**config.mk**
```make
export PLATFORM = sky130hd
export DESIGN_NAME = penalty_shootout_fsm
export DESIGN_NICKNAME = d
export VERILOG_FILES = /design/src/rtl/shootout_pkg.sv /design/src/rtl/penalty_shootout_fsm_rise_detect.sv /design/src/rtl/penalty_shootout_fsm.sv
export SDC_FILE = /design/constraint.sdc
export NUM_CORES = 1
export LEC_CHECK = 0
export ABC_AREA = 1
export CAP_MARGIN = 0
export CORE_MARGIN = 4
export CORE_UTILIZATION = 44
export DETAILED_ROUTE_END_ITERATION = 12
export GPL_TIMING_DRIVEN = 0
export PLACE_DENSITY = 0.77
export SYNTH_ARGS = -nofsm -noshare
export SYNTH_HDL_FRONTEND = slang
export SYNTH_SLANG_ARGS = --single-unit
```
**constraint.sdc**
```tcl
create_clock -name clk_25MHz -period 1.85 [get_ports clk_25MHz]
set_clock_uncertainty 0.1 [all_clocks]
set_input_delay 0.2775 -clock clk_25MHz [delete_from_list [all_inputs] [get_ports clk_25MHz]]
set_output_delay 0.2775 -clock clk_25MHz [all_outputs]
set_load 0.02 [all_outputs]
```
**src/rtl/shootout_pkg.sv**
```systemverilog
// Shared types and constants for the penalty shootout game controller.
// The state encoding here is the game_state encoding used by color_mapper and the HUD.
package shootout_pkg;

  typedef enum logic [2:0] {
    ST_IDLE   = 3'd0,
    ST_READY  = 3'd1,
    ST_FLIGHT = 3'd2,
    ST_RESULT = 3'd3,
    ST_OVER   = 3'd4
  } shootout_state_t;

  localparam logic [7:0] KEY_ENTER    = 8'h28;
  localparam int         GAME_STATE_W = 3;

  // True when any of the four USB keycode bytes carries the given code.
  function automatic logic has_key(input logic [31:0] keys, input logic [7:0] code);
    return (keys[7:0] == code) || (keys[15:8] == code) ||
           (keys[23:16] == code) || (keys[31:24] == code);
  endfunction

  function automatic logic [3:0] sat_inc4(input logic [3:0] v);
    return (v == 4'hF) ? v : v + 4'd1;
  endfunction

  function automatic int max_int(input int a, input int b);
    return (a > b) ? a : b;
  endfunction

endpackage

```
**src/rtl/penalty_shootout_fsm_rise_detect.sv**
```systemverilog
// Registered rising-edge detector. The first sample after reset only loads the
// history register, so a level that is already high at release is not an edge.
module rise_detect #(
  parameter int WIDTH = 1
) (
  input  logic             i_clk,
  input  logic             i_reset_al,
  input  logic [WIDTH-1:0] i_d,
  output logic [WIDTH-1:0] o_rise
);

  logic [WIDTH-1:0] r_prev;
  logic [WIDTH-1:0] r_rise;
  logic             r_armed;

  always_ff @(posedge i_clk) begin
    if (!i_reset_al) begin
      r_prev  <= '0;
      r_rise  <= '0;
      r_armed <= 1'b0;
    end else begin
      r_prev  <= i_d;
      r_armed <= 1'b1;
      r_rise  <= i_d & ~r_prev & {WIDTH{r_armed}};
    end
  end

  assign o_rise = r_rise;

endmodule

```
**src/rtl/penalty_shootout_fsm.sv**
```systemverilog
// Best-of-N penalty shootout controller: start, kick, save/goal resolution,
// result hold and early termination. All outputs come straight from flops.
module penalty_shootout_fsm
  import shootout_pkg::*;
#(
  parameter int NUM_KICKS     = 5,
  parameter int FLIGHT_FRAMES = 30,
  parameter int RESULT_FRAMES = 60
) (
  input  logic        clk_25MHz,
  input  logic        reset_al,
  input  logic        vsync,
  input  logic [31:0] keycode,
  input  logic        player_at_ball_signal,
  input  logic        save_detect,
  output logic [2:0]  game_state,
  output logic [3:0]  goals,
  output logic [3:0]  saves,
  output logic [3:0]  kick_num,
  output logic        last_was_goal,
  output logic        kick_active,
  output logic        respawn,
  output logic        game_over,
  output logic        shooter_wins
);

  localparam int CNT_W = $clog2(max_int(FLIGHT_FRAMES, RESULT_FRAMES) + 1);
  localparam logic [CNT_W-1:0] FLIGHT_LAST = CNT_W'(FLIGHT_FRAMES - 1);
  localparam logic [CNT_W-1:0] RESULT_LAST = CNT_W'(RESULT_FRAMES - 1);
  localparam logic [3:0]       KICKS_4     = 4'(NUM_KICKS);
  localparam logic [3:0]       HALF_4      = 4'(NUM_KICKS / 2);

  // Event pulses, each one cycle and one cycle late relative to its input.
  logic w_enter_lvl;
  logic w_enter;
  logic w_frame_tick;
  logic w_kick;

  assign w_enter_lvl = has_key(keycode, KEY_ENTER);

  rise_detect #(.WIDTH(1)) u_rise_vsync (
    .i_clk      (clk_25MHz),
    .i_reset_al (reset_al),
    .i_d        (vsync),
    .o_rise     (w_frame_tick)
  );

  rise_detect #(.WIDTH(1)) u_rise_enter (
    .i_clk      (clk_25MHz),
    .i_reset_al (reset_al),
    .i_d        (w_enter_lvl),
    .o_rise     (w_enter)
  );

  rise_detect #(.WIDTH(1)) u_rise_kick (
    .i_clk      (clk_25MHz),
    .i_reset_al (reset_al),
    .i_d        (player_at_ball_signal),
    .o_rise     (w_kick)
  );

  shootout_state_t  r_state, w_state_next;
  logic [CNT_W-1:0] r_frame_cnt, w_frame_cnt_next;
  logic [3:0]       r_goals, w_goals_next;
  logic [3:0]       r_saves, w_saves_next;
  logic [3:0]       r_kick_num, w_kick_num_next;
  logic             r_last_goal, w_last_goal_next;
  logic             r_respawn, r_kick_active, r_game_over, r_shooter_wins;
  logic             w_game_done;

  // Early termination uses the scores already updated on RESULT entry.
  assign w_game_done = (r_kick_num == KICKS_4) || (r_goals > HALF_4) || (r_saves > HALF_4);

  always_comb begin
    w_state_next     = r_state;
    w_frame_cnt_next = r_frame_cnt;
    w_goals_next     = r_goals;
    w_saves_next     = r_saves;
    w_kick_num_next  = r_kick_num;
    w_last_goal_next = r_last_goal;

    case (r_state)
      ST_IDLE: begin
        w_frame_cnt_next = '0;
        w_goals_next     = '0;
        w_saves_next     = '0;
        w_kick_num_next  = '0;
        w_last_goal_next = 1'b0;
        if (w_enter) w_state_next = ST_READY;
      end
      ST_READY: begin
        w_frame_cnt_next = '0;
        if (w_kick) w_state_next = ST_FLIGHT;
      end
      ST_FLIGHT: begin
        if (w_frame_tick) w_frame_cnt_next = r_frame_cnt + CNT_W'(1);
        // A save beats a timeout landing on the same cycle.
        if (save_detect) begin
          w_saves_next     = sat_inc4(r_saves);
          w_kick_num_next  = sat_inc4(r_kick_num);
          w_last_goal_next = 1'b0;
          w_frame_cnt_next = '0;
          w_state_next     = ST_RESULT;
        end else if (w_frame_tick && (r_frame_cnt == FLIGHT_LAST)) begin
          w_goals_next     = sat_inc4(r_goals);
          w_kick_num_next  = sat_inc4(r_kick_num);
          w_last_goal_next = 1'b1;
          w_frame_cnt_next = '0;
          w_state_next     = ST_RESULT;
        end
      end
      ST_RESULT: begin
        if (w_frame_tick) begin
          if (r_frame_cnt == RESULT_LAST) begin
            w_frame_cnt_next = '0;
            w_state_next     = w_game_done ? ST_OVER : ST_READY;
          end else begin
            w_frame_cnt_next = r_frame_cnt + CNT_W'(1);
          end
        end
      end
      ST_OVER: begin
        // Scores clear on the way out so IDLE never shows a stale result.
        if (w_enter) begin
          w_state_next     = ST_IDLE;
          w_goals_next     = '0;
          w_saves_next     = '0;
          w_kick_num_next  = '0;
          w_last_goal_next = 1'b0;
        end
      end
      default: begin
        w_state_next     = ST_IDLE;
        w_frame_cnt_next = '0;
      end
    endcase
  end

  always_ff @(posedge clk_25MHz) begin
    if (!reset_al) begin
      r_state        <= ST_IDLE;
      r_frame_cnt    <= '0;
      r_goals        <= '0;
      r_saves        <= '0;
      r_kick_num     <= '0;
      r_last_goal    <= 1'b0;
      r_respawn      <= 1'b0;
      r_kick_active  <= 1'b0;
      r_game_over    <= 1'b0;
      r_shooter_wins <= 1'b0;
    end else begin
      r_state        <= w_state_next;
      r_frame_cnt    <= w_frame_cnt_next;
      r_goals        <= w_goals_next;
      r_saves        <= w_saves_next;
      r_kick_num     <= w_kick_num_next;
      r_last_goal    <= w_last_goal_next;
      r_respawn      <= (w_state_next == ST_READY) && (r_state != ST_READY);
      r_kick_active  <= (w_state_next == ST_FLIGHT);
      r_game_over    <= (w_state_next == ST_OVER);
      r_shooter_wins <= (w_state_next == ST_OVER) && (w_goals_next > w_saves_next);
    end
  end

  assign game_state    = r_state;
  assign goals         = r_goals;
  assign saves         = r_saves;
  assign kick_num      = r_kick_num;
  assign last_was_goal = r_last_goal;
  assign kick_active   = r_kick_active;
  assign respawn       = r_respawn;
  assign game_over     = r_game_over;
  assign shooter_wins  = r_shooter_wins;

endmodule

```
* Word level (Yosys, flattened, before mapping)
Cells that the tools add are included.
** Cells by class
- Multiplexer cells :: 34
- Magnitude comparators :: 3
- Reduce and logical (&&, ||, !) cells :: 12
- Bitwise gates (word level) :: 10
- Add/subtract/negate cells :: 4
- Equality and inequality tests :: 22
** Operators with widths (number)
- 4-bit 2-to-1 mux :: 11
- 4-bit one-hot mux with 3 select lines :: 3
- 8-bit by 6-bit equality test with 1-bit output, second input constant :: 4
- 6-bit 2-to-1 mux :: 5
- 3-bit 2-to-1 mux :: 8
- 6-bit one-hot mux with 3 select lines :: 1
- 3-bit one-hot mux with 5 select lines :: 1
- 4-bit by 1-bit adder with 4-bit output, second input constant :: 3
- 4-bit equality test, second input constant :: 3
- 3-bit by 2-bit equality test with 1-bit output, second input constant :: 3
- 4-bit by 2-bit greater-than comparator with 1-bit output, second input constant :: 2
- 6-bit by 1-bit adder with 6-bit output, second input constant :: 1
- 1-bit bitwise AND :: 6
- 3-bit by 1-bit equality test with 1-bit output, second input constant :: 2
- 3-bit equality test, second input constant :: 2
- 6-bit by 5-bit equality test with 1-bit output, second input constant :: 1
- 6-bit equality test, second input constant :: 1
- 3-bit AND reduction :: 2
- 1-bit logical OR :: 5
- 4-bit by 3-bit equality test with 1-bit output, second input constant :: 1
- 4-bit greater-than comparator :: 1
- 1-bit 2-to-1 mux :: 4
- 2-bit by 1-bit inequality test with 1-bit output, second input constant :: 2
- 4-bit by 3-bit inequality test with 1-bit output, second input constant :: 1
- other kinds (7) :: 12
** Storage, ports and cells
- Register bits after elaboration :: 33
- Input port bits :: 37
- Word-level logic and storage cells :: 102
- Output and inout bits :: 20

* Depth between registers and ports, before layout
- Depth after elaboration :: 9
- Mapped depth :: 16
- Mapped depth without buffers :: 16

* Hierarchy
A second synthesis with hierarchy kept.
** Unflattened totals
- Cells, all modules :: 305
- Area, all modules :: 2016.9 um^2
** Modules (own cells, without submodules)
- penalty_shootout_fsm :: cells an instance 281, instances 1, area an instance 1780.5 um^2, seq. area each 520.5 um^2
- rise_detect :: cells an instance 8, instances 3, area an instance 78.8 um^2, seq. area each 60.1 um^2

* Least setup slack after synthesis
OpenSTA, ideal clock, no wires.
- Path type :: reg2reg
- Start point :: register r_saves[0], in the netlist saves[0]
- End point :: register r_shooter_wins, in the netlist shooter_wins
- Data required time :: 1.622 ns
- Arrival time :: 1.897 ns
- Path buffers :: 0
- Clock period less this slack :: 2.125 ns
- Setup time :: 0.128 ns
- Setup slack :: -0.275 ns
- Cell stages (with the launch flop) :: 16
- Path through :: dfxtp_1 -> inv_1 -> ha_1 -> inv_1 -> nand2_1 -> a21oi_1 -> o21ai_0 -> nand2_1 -> inv_1 -> ha_1 -> inv_1 -> nor2_1 -> o21bai_1 -> a22oi_1 -> nand2_1 -> nor2_1
** On the way
- Word-level cells in the longest chain between the ends :: 8
- Elaborated cells on any way between the ends :: 15
- Those cells by class :: 1 x add/sub; 2 x order compare; 2 x eq/ne; 8 x mux; 2 x reduce/logical
** Ends and longest elaborated chain
- start, declared :: line penalty_shootout_fsm.sv:65 : logic [3:0] r_saves, w_saves_next;
- start signal, assigned :: line penalty_shootout_fsm.sv:155 : r_saves <= w_saves_next;
- branches (longest 7 deep; another with 4-bit by 1-bit adder with 4-bit output)
- 1-bit logical AND * :: line penalty_shootout_fsm.sv:161 : r_shooter_wins <= (w_state_next == ST_OVER) && (w_goals_next > w_saves_next);
- end signal, assigned :: line penalty_shootout_fsm.sv:161
- end, declared :: line penalty_shootout_fsm.sv:68 : logic r_respawn, r_kick_active, r_game_over, r_shooter_wins;
Mark *: on every way between the ends.
A chain may end at the register's enable or synchronous reset.

* Worst setup path after layout
- Start point :: register r_frame_cnt[1]
- End point :: register r_shooter_wins, in the netlist shooter_wins
** On the way
- Word-level cells in the longest chain between the ends :: 7
- Elaborated cells on any way between the ends :: 14
- Those cells by class :: 1 x order compare; 3 x eq/ne; 8 x mux; 2 x reduce/logical
** Ends and longest elaborated chain
- start, declared :: line penalty_shootout_fsm.sv:63 : logic [CNT_W-1:0] r_frame_cnt, w_frame_cnt_next;
- start signal, assigned :: line penalty_shootout_fsm.sv:153 : r_frame_cnt <= w_frame_cnt_next;
- 6-bit by 5-bit equality test with 1-bit output :: line penalty_shootout_fsm.sv:104 : end else if (w_frame_tick && (r_frame_cnt == FLIGHT_LAST)) begin
- 1-bit logical AND :: line penalty_shootout_fsm.sv:104
- 4-bit 2-to-1 mux :: line penalty_shootout_fsm.sv:104
- 4-bit 2-to-1 mux :: line penalty_shootout_fsm.sv:98 : if (save_detect) begin
- 4-bit one-hot mux with 3 select lines :: line penalty_shootout_fsm.sv:82 : case (r_state)
- via w_goals_next[3] :: line penalty_shootout_fsm.sv:64 : logic [3:0] r_goals, w_goals_next;
- 4-bit greater-than comparator :: line penalty_shootout_fsm.sv:161
- 1-bit logical AND :: line penalty_shootout_fsm.sv:161
The timed path passes the listed nets, and every way through them passes these cells.

==> flow_summary.toml <==
[logic_synthesis]
ys_types = 27
postSynthCellCount = 320
ys_ff_latch = 33
yosysSeqAreaShare_pct = 31.9
avgSynthCellArea_um2 = 6.47
yosys_warnings = 0
netlist_area_um2 = 2070
syn_nets = 369

[floorplanning]
start_util_pct = 46.6
die_w_um = 76.6
fp.dieArea_um2 = 5860
rows = 24
core_um2 = 4440
io_pins = 57
die_h_um = 76.6

[global_route]
grt_start_max_net_pins = 12
first_global_vias = 2045
grt_pass1_wl_um = 8640
grt.total_usage_pct = 17.9
antenna_found_initial = 0
grt_overflow = 0

[power_and_ir_drop]
p_per_area_nw_per_um2 = 508
p_leak_nw = 1.36
ir_drop_uv = 301

[finish]
final_common_cell = "nand2_1"
regArea_um2 = 681
layout_common_cells = "nand2_1, clkdlybuf4s50_1, inv_1"
antenna_cells = 0
nNetsFinal = 446
layout-drive-gt1-share_pct = 19.3
area_growth_pct = 47.2
multi_input_area_um2 = 1300
fill_cells = 367

[sta]
clock.fmax_mhz = 477
slew_headroom_pct = 59.5
drv_slew = 0
setup_ws_ns = -0.247
holdWs_ns = 0.297
layout_worst_path_cycle_share_pct = 113
grt_setup_unrepaired = "true"
worst_pin_slew_ns = 0.607
hold_viol = 0
finalCriticalPeriod_ns = 2.10
finalSetupViolCount = 1

[worst_setup_path]
max_stage_delay_ns = 0.33
worst-path-buf-inv = 1
path_cells = "inv_2 -> ha_4 -> nand2_4 -> nor2_4 -> nand3_2 -> nand2_2 -> nand3_2 -> nand2_1 -> nand2_1 -> ha_1 -> nand2_1 -> o21bai_1 -> a22oi_1 -> nand2_1 -> nor2_1"
path_depth = 15
cp_data_required_time_ns = 1.97
endpoint_kind = "register"
slowest_stage = "dfxtp_2"
crit_type = "reg -> reg"
cp_common_cell = "nand2_1"
startpoint_type = "register"
cp_max_fo = 4
crit_arrival_ns = 2.21
ff2ff_path_depth = 15
crit_family = "simple AND/OR/NAND/NOR gates"

[clock_tree]
hold_buffers = 0
cts_max_path_buffers = 2
cts_buffers = 5
clock_latency_ns = 0.28
cts_sinks = 33
cts_tree = "built"
root_buffer = "clkbuf_8"
clkTransAtPathRegs_ns = 0.07
htree_levels = 2

[drt]
wl_per_cell_um = 11.5
route.detailed.drc = 0
first_pass_iters = 4
wl_met3_um = 373
num_vias = 2240
via_per_inst = 4.98
met2_length_um = 2640
initialDrtViolationCount = 111
highest-signal-layer = "met4"
wirelength_met1_um = 2100
ant_nets = 0
wl_um = 5190

[placed_design]
port_buffers = 56
place.gp.congestion = 0.823
dpl_worst_slack_ns = -0.638
hpwlAfterDp_um = 3890

[flow_run]
drv_cap = 0

[min_path]
holdPathStages = 1
hold_class = "reg -> reg"

[outcome]
status = "finished, violations left"
violations = "setup timing"
state kept, by name, indices dropped and copies added, names as in the netlist, 3 cells and up:
name	count
r_frame_cnt	6
goals	4
kick_num	4
saves	4
game_state	3
worst reg2reg max path, cell delays in order (launching register included):
cell and delay, ns:
dfxtp_2 0.33, inv_2 0.06, ha_4 0.13, nand2_4 0.05
nor2_4 0.17, nand3_2 0.09, nand2_2 0.08, nand3_2 0.06
nand2_1 0.08, nand2_1 0.06, ha_1 0.29, nand2_1 0.07
o21bai_1 0.15, a22oi_1 0.16, nand2_1 0.07, nor2_1 0.09
worst paths after layout:
check | start | endpoint | slack, ns
worst max-delay path | r_frame_cnt[1] | shooter_wins | -0.25
worst min-delay path | u_rise_vsync.r_prev | u_rise_vsync.o_rise | 0.30
worst max register to register | r_frame_cnt[1] | shooter_wins | -0.25
worst min register to register | u_rise_vsync.r_prev | u_rise_vsync.o_rise | 0.30
repair_timing:
action                                  4_1_cts  5_1_grt
gates resized for setup                      14       17
pin swaps                                    13        8
setup buffers                                11        3
endpoints found under the setup margin        2        2
endpoints found under the hold margin         0        0
per-layer routing:
layer | vias up | GRT usage (%)
met5 | - | 0
met2 | 68 | 32.6
met1 | 996 | 19.7
li1 | 1172 | -
met4 | 0 | 5.98
met3 | 4 | 5.32
synth_stat cells:
library cell,n,area share (%)
a21oi_1,19,4.6
o21ai_0,7,1.7
clkinv_2,1,0.24
nand2_1,86,16
inv_1,44,8.0
nand2_2,4,1.2
xor2_1,1,0.42
a21oi_2,2,0.85
o21bai_1,2,0.73
o21ai_1,5,1.2
o211ai_2,1,0.60
nor2_4,2,1.1
nor2_1,41,7.4
inv_4,2,0.60
nand4_1,5,1.5
nor2_2,3,0.91
nor3_1,13,3.1
nand2_4,3,1.6
a22oi_1,2,0.73
dfxtp_1,33,32
o211ai_1,1,0.36
nand3_1,20,4.8
inv_2,6,1.1
ha_1,12,7.3
clkbuf_1,2,0.36
or2_2,1,0.30
nand3_4,2,1.7
area by class of cell:
class                      instances  share of cell area [%]
buffer                             2                   0.246
clock buffer                       6                    2.71
timing repair buffer              70                    21.8
sequential                        33                    22.3
tap                               52                    2.14
inverter                          53                    6.82
clock inverter                     2                    1.19
multi-input combinational        232                    42.8
stage by stage:
stage	TNS, ns	std cells	power [W]	instance area (um2)	utilization (%)
finish	-0.247	450	0.00155	3050	68.6
global route	-0.381	450	0.00160	3050	68.6
CTS	-0.241	447	0.00156	2960	66.7
floorplan	-0.122	320	0.000763	2090	-
global placement	-1.04	428	0.000851	2720	61.1
detailed placement	-1.04	428	0.000853	2720	61.1
power by group:
part | leakage, nW | switching (W) | internal (W)
logic | 1.02 | 0.0000451 | 0.0000780
registers | 0.273 | 0.00000250 | 0.000711
clock network | 0.0617 | 0.000271 | 0.000439
total | 1.36 | 0.000318 | 0.00123
cells by family (layout without fill, tap and decap cells):
family	count (synthesis)	in the layout	synth area share, %
flops	33	33	31.9
compound gates	39	39	10.8
fa+ha+maj	12	12	7.25
buf+inv	55	133	10.3
xor+xnor	1	1	0.423
simple gates	180	180	39.4
No activity file was read; power rests on OpenSTA's default activity.
